==> config.mk <==
export PLATFORM = sky130hd
export DESIGN_NAME = clock_set_ctrl
export DESIGN_NICKNAME = d
export VERILOG_FILES = /design/src/rtl/clock_set_ctrl.sv
export SDC_FILE = /design/constraint.sdc
export NUM_CORES = 1
export LEC_CHECK = 0
export ABC_AREA = 1
export CAP_MARGIN = 20
export CORE_UTILIZATION = 55
export CTS_CLUSTER_SIZE = 28
export DETAILED_ROUTE_END_ITERATION = 10
export HOLD_SLACK_MARGIN = 0.06
export PLACE_DENSITY = 0.9
export SLEW_MARGIN = 20
export SYNTH_ARGS = -nofsm -noshare
export SYNTH_HDL_FRONTEND = slang
export SYNTH_SLANG_ARGS = --single-unit
==> constraint.sdc <==
create_clock -name clk -period 2.4 [get_ports clk]
set_input_delay 0.6 -clock clk [delete_from_list [all_inputs] [get_ports clk]]
set_output_delay 0.6 -clock clk [all_outputs]
set_load 0.02 [all_outputs]
==> src/rtl/clock_set_ctrl.sv <==
// rtl/clock_set_ctrl.sv - time-setting controller for the digital clock
//
// Ports:
//   clk, rst                 clock, synchronous active-low reset
//   key_mode/key_inc/key_dec one-cycle debounced key press pulses
//   tick_1hz                 one-cycle strobe, once per second
//   cur_hour/cur_min/cur_sec live time from the timekeeper
//   set_hour/set_min/set_sec edited time, valid while load_time=1
//   load_time                one-cycle commit strobe to the timekeeper
//   editing                  1 in any edit state
//   field_sel                0=none 1=hour 2=min 3=sec
//   blink                    blink phase for the selected field, 0 in RUN
module clock_set_ctrl #(
  parameter int TIMEOUT_S = 30
) (
  input  logic       clk,
  input  logic       rst,
  input  logic       key_mode,
  input  logic       key_inc,
  input  logic       key_dec,
  input  logic       tick_1hz,
  input  logic [4:0] cur_hour,
  input  logic [5:0] cur_min,
  input  logic [5:0] cur_sec,
  output logic [4:0] set_hour,
  output logic [5:0] set_min,
  output logic [5:0] set_sec,
  output logic       load_time,
  output logic       editing,
  output logic [1:0] field_sel,
  output logic       blink
);

  localparam int IW = $clog2(TIMEOUT_S + 1);
  localparam logic [IW-1:0] IDLE_LAST = IW'(TIMEOUT_S - 1);

  // Encoding doubles as the field_sel value.
  typedef enum logic [1:0] {
    RUN   = 2'd0,
    SET_H = 2'd1,
    SET_M = 2'd2,
    SET_S = 2'd3
  } state_t;

  state_t        state, state_d;
  logic [4:0]    hour_d;
  logic [5:0]    min_d, sec_d;
  logic          blink_d, load_d;
  logic [IW-1:0] idle, idle_d;
  logic          any_key, inc_only, dec_only;

  // Out-of-range values (captured from a misbehaving timekeeper) wrap to 0 on inc.
  function automatic logic [5:0] step_inc(input logic [5:0] v, input logic [5:0] max);
    return (v >= max) ? 6'd0 : v + 6'd1;
  endfunction

  // Out-of-range values saturate to max on dec, so the field re-enters range.
  function automatic logic [5:0] step_dec(input logic [5:0] v, input logic [5:0] max);
    return (v == 6'd0 || v > max) ? max : v - 6'd1;
  endfunction

  assign any_key  = key_mode | key_inc | key_dec;
  assign inc_only = key_inc & ~key_dec;
  assign dec_only = key_dec & ~key_inc;

  always_comb begin
    state_d = state;
    hour_d  = set_hour;
    min_d   = set_min;
    sec_d   = set_sec;
    blink_d = blink;
    idle_d  = idle;
    load_d  = 1'b0;

    // key_mode takes priority; inc/dec only act when mode is not pressed.
    unique case (state)
      RUN: begin
        if (key_mode) begin
          state_d = SET_H;
          hour_d  = cur_hour;
          min_d   = cur_min;
          sec_d   = cur_sec;
        end
      end
      SET_H: begin
        if (key_mode)      state_d = SET_M;
        else if (inc_only) hour_d = 5'(step_inc({1'b0, set_hour}, 6'd23));
        else if (dec_only) hour_d = 5'(step_dec({1'b0, set_hour}, 6'd23));
      end
      SET_M: begin
        if (key_mode)      state_d = SET_S;
        else if (inc_only) min_d = step_inc(set_min, 6'd59);
        else if (dec_only) min_d = step_dec(set_min, 6'd59);
      end
      SET_S: begin
        if (key_mode) begin
          state_d = RUN;
          load_d  = 1'b1;
        end
        else if (inc_only) sec_d = step_inc(set_sec, 6'd59);
        else if (dec_only) sec_d = step_dec(set_sec, 6'd59);
      end
      default: state_d = RUN;
    endcase

    // Any key press (even a cancelling inc+dec pair) restarts the idle window
    // and beats an expiring tick in the same cycle.
    if (any_key) begin
      idle_d = '0;
    end
    else if (tick_1hz && state != RUN) begin
      if (idle == IDLE_LAST) begin
        state_d = RUN;
        idle_d  = '0;
      end
      else begin
        idle_d = idle + IW'(1);
      end
    end

    if (state_d == RUN)               blink_d = 1'b0;
    else if (state == RUN)            blink_d = 1'b1;
    else if (tick_1hz)                blink_d = ~blink;
  end

  always_ff @(posedge clk) begin
    if (!rst) begin
      state     <= RUN;
      set_hour  <= '0;
      set_min   <= '0;
      set_sec   <= '0;
      load_time <= 1'b0;
      blink     <= 1'b0;
      idle      <= '0;
    end
    else begin
      state     <= state_d;
      set_hour  <= hour_d;
      set_min   <= min_d;
      set_sec   <= sec_d;
      load_time <= load_d;
      blink     <= blink_d;
      idle      <= idle_d;
    end
  end

  assign editing   = (state != RUN);
  assign field_sel = state;

endmodule
* After elaboration in Yosys (flattened, before gate mapping)
Index checks and enable logic that the tools add are counted.
** Storage, ports and cells
- Memories :: 0
- Logic and storage cells :: 92
- Bits of input ports :: 23
- Memory bits (writable) :: 0
- Output and inout port bits :: 22
- Register bits :: 26
- Latch bits :: 0
- Memory bits (read-only) :: 0
** Operators by class
- Shift-type cells :: 0
- Reductions and logical operators :: 20
- $mul :: 0
- Order comparisons :: 6
- Equality and inequality tests :: 11
- Add/sub/neg operators :: 7
- Multiplexer cells :: 33
- Bitwise operators :: 8
- Divide/modulo/power cells :: 0
** Operator list (count)
- $mux W6 :: 12
- $mux W5 :: 7
- $pmux W6 S2 :: 2
- $mux W2 :: 7
- $add A6 B1 Y6 const B :: 2
- $ge A6 B6 Y1 const B :: 2
- $gt A6 B6 Y1 const B :: 2
- $logic_not A6 Y1 :: 2
- $reduce_and A4 Y1 :: 3
- $sub A6 B1 Y6 const B :: 2
- $add A5 B1 Y5 const B :: 2
- $pmux W5 S2 :: 1
- $reduce_bool A2 Y1 :: 5
- $ne A3 B3 Y1 const B :: 3
- $ne A2 B2 Y1 const B :: 4
- $pmux W2 S4 :: 1
- $eq A5 B5 Y1 const B :: 1
- $ge A5 B5 Y1 const B :: 1
- $gt A5 B5 Y1 const B :: 1
- $logic_not A5 Y1 :: 1
- $sub A5 B1 Y5 const B :: 1
- $eq A2 B2 Y1 const B :: 2
- $logic_not A2 Y1 :: 2
- $not A1 Y1 :: 4
- other kinds (8) :: 15

* Longest topological paths before layout
- Depth in word-level cells :: 7
- Mapped depth :: 10
- Mapped depth without buffers :: 10

* Least setup slack after synthesis
OpenSTA, ideal clock, no wires.
- Kind :: input -> register
- Start :: in key_dec
- End :: reg set_sec[0]
- Path buffers :: 1
- Data arrival time :: 1.516 ns
- Path slack :: 0.762 ns
- Setup time :: 0.123 ns
- Stages on the path :: 9
- Required time :: 2.277 ns
- Cell sequence :: inv_1 > ha_1 > nor2_4 > nand2_2 > nand2_2 > o21ai_2 > buf_6 > a21oi_1 > a21oi_1
** Between the ends
- Longest elaborated chain between the ends :: 5
- Elaborated cells between the ends (all ways) :: 8
- Those cells by class :: eq/ne (1); mux (3); bitwise (3); reduce/logical (1)
** RTL lines
- from (decl) :: line 20 : input logic key_dec,
- $not A1 Y1 :: line 63 : assign inc_only = key_inc & ~key_dec;
- $and A1 B1 Y1 :: line 63
- $mux W6 :: line 100 : else if (inc_only) sec_d = step_inc(set_sec, 6'd59);
- $mux W6 :: line 96 : if (key_mode) begin
- $pmux W6 S2 :: line 76 : unique case (state)
- to (signal assigned) :: line 131 : set_sec <= '0;
- to (signal assigned) :: line 140 : set_sec <= sec_d;
- to (decl) :: line 27 : output logic [5:0] set_sec,
Several ways; a longest one is shown, not always the timed one. The select of a mux whose other input is x is not followed.
A chain may end at the register's enable or synchronous reset.

* Worst setup path in the final report
- Start :: reg state[0] (netlist: field_sel[0])
- End :: out editing
** Between the ends
- Longest elaborated chain between the ends :: 1
** RTL lines
- from (decl) :: line 45 : state_t state, state_d;
- from (signal assigned) :: line 137 : state <= state_d;
- $reduce_bool A2 Y1 :: line 147 : assign editing = (state != RUN);
- to (decl) :: line 29 : output logic editing,
No other way between the ends.

==> impl_metrics.toml <==
[routing]
drt_iter0_markers = 211
drcViolationCount = 0
drtPass1Iterations = 5
dr_wl_met2_um = 2520
postRouteAntennaNets = 0
wl_per_cell_um = 12.0
wl_met1_um = 2520
highest_layer = "met4"
via_per_inst = 5.50
vias = 2493
routed_wl_um = 5420
met3_wirelength_um = 321

[critical_path]
cp-start-kind = "register"
cp-end-kind = "output pin"
required_ps = 1800
arrival_ps = 1650
endpoint = "editing"
reg2reg_to = "set_sec[1]"
r2r-start = "set_sec[0]"
cp_max_fo = 9
reg2reg_depth = 10
crit_start = "field_sel[0]"
r2r_slack_ps = 710
path_class = "reg -> out"

[place]
dp.cells = 449
hpwl_um = 4060
place_congestion = 0.904
io_buffers = 44

[timing]
slew_headroom_pct = 66.9
setup_violations = 0
drv_slew = 0
timing_hold_violations_final = 0
fin_crit_ps = 2250
tightestPinTransition_ps = 496
fin_setup_tns_ps = 0
fmax_ghz = 0.445
grt_setup_unrepaired = "no"
fin_worst_skew_ps = 2.49
min_period_over_period_pct = 93.6

[flow_run]
cap_viol_max_count = 0

[synth]
synth_top_family_by_area = "simple AND/OR/NAND/NOR gates"
netlist_instances = 360
yosys.area_share.adder_pct = 6.21
synth_compound_area_share_pct = 14.4
synthMuxAreaShare_pct = 0
yosysSeqAreaShare_pct = 23.5
synth_area_um2 = 2210
synth_edf_count = 0
syn_area_per_cell_um2 = 6.15
synth_seq_cells = 26
synth-xor-area-share_pct = 3.16
synth-main-ff-cell = "dfxtp_1"
synthSimpleGateAreaFrac_pct = 42.3
synthArstFlopShare_pct = 0
synth_fp_nets = 394
synth_cell_types = 33
yosysWarnings = 0

[finish]
nets = 440
final_layout_size_suffix_gt1_share_pct = 10.9
final_cell_mix = "88 x nand2_1, 52 x nor2_1, 44 x clkdlybuf4s50_1"
final_common_cell = "nand2_1"
seqCellArea_um2 = 520
fillers = 306
diodes = 0
syn2layout_area_growth_pct = 25.1
stdcell_count = 453
multi_input_area_um2 = 1460

[floorplanning]
die_y_um = 65.5
start_util_pct = 58.7
io_pins = 45
die_area_um2 = 4280
num_rows = 22
fp.dieW_um = 65.5
coreArea_um2 = 3770

[grt]
gr-total-overflow = 0
grt_pass1_vias = 2028
grt_pass1_wl_um = 9080
grt_max_degree = 17
grt_usage_pct = 26.5
grt_antenna_before_repair = 0

[clocking]
tritoncts = "yes"
cts_resized = 0
post_cts_buffers = 0
htree_levels = 1
root_buffer = "clkbuf_8"
cts.clk_slew.worst_paths_ps = 90
clock_latency_ps = 270
clockBufferDepth = 2
ctsHoldBuffers = 0
clock_sinks = 26
cts_buffers = 3

[hold_path]
hold_path.class = "reg -> reg"
whs_path_depth = 2

[pwr]
p_leak_nw = 1.19
p_total_mw = 1.46
power.density_nw_per_um2 = 528
vdd_ir_drop_max_mv = 0.323

[status]
outcome = "finished clean"
==> worst min path at each step <==
stage | from | to
floorplan | idle[1] | idle[1]
global placement | idle[1] | idle[1]
detailed placement | idle[1] | idle[1]
CTS | idle[1] | idle[1]
global route | idle[1] | idle[1]
finish | idle[1] | idle[1]
==> area by class of cell <==
type,instances,area share (%)
Inverter,39,5.37
Clock inverter,1,1.08
Clock buffer,3,1.49
Tap cell,48,2.17
Sequential cell,26,18.8
Multi-Input combinational cell,283,52.8
Timing Repair Buffer,53,18.3
==> cells in the mapped netlist, types with 6 or more instances <==
cell	instances	area share (%)
buf_2	6	1.4
dfxtp_1	26	24
nand3_1	29	6.6
o21ai_0	16	3.6
a21oi_1	29	6.6
nand2_1	88	15
xor2_1	6	2.4
nand4_1	12	3.4
ha_1	11	6.2
nor2_1	52	8.8
inv_1	33	5.6
nor2_2	8	2.3
==> flip-flops by register name, indices dropped and copies added, names as in the netlist <==
register	flops
idle	5
set_min	6
load_time	1
set_hour	5
field_sel	2
set_sec	6
blink	1
==> power by group <==
part,switching (mW),internal (mW),leakage (nW)
clock,0.149,0.223,0.0357
combinational,0.331,0.243,0.936
sequential,0.0519,0.465,0.213
total,0.532,0.932,1.19
==> worst max-delay path, stage by stage (launching register included) <==
cell and delay [ps]:
dfxtp_1 580, nor2_4 90, inv_2 90, clkdlybuf4s50_1 600
==> stage by stage <==
stage          hold WS, ps  utilization (%)  area, um^2  setup slack [ps]
6_report               510             73.5        2770               153
5_1_grt                542             73.5        2770              83.9
4_1_cts                509             73.5        2770               160
3_5_place_dp           494             71.6        2700               152
3_3_place_gp           495             71.6        2700               216
2_1_floorplan          472                -        2210               762
==> per-layer routing <==
metal	GRT usage [%]	vias up
met5	0	-
met4	7.07	0
met1	35.7	1130
met3	2.78	9
li1	-	1253
met2	44.8	101
==> cell families after synthesis <==
logic type | count (synthesis)
and+or+nand+nor | 207
xor gates and xnor gates | 8
AOI/OAI and AO/OA | 57
buffers and inverters | 51
DFF | 26
adders and majority gates | 11
(Power assumes the default switching activity.)
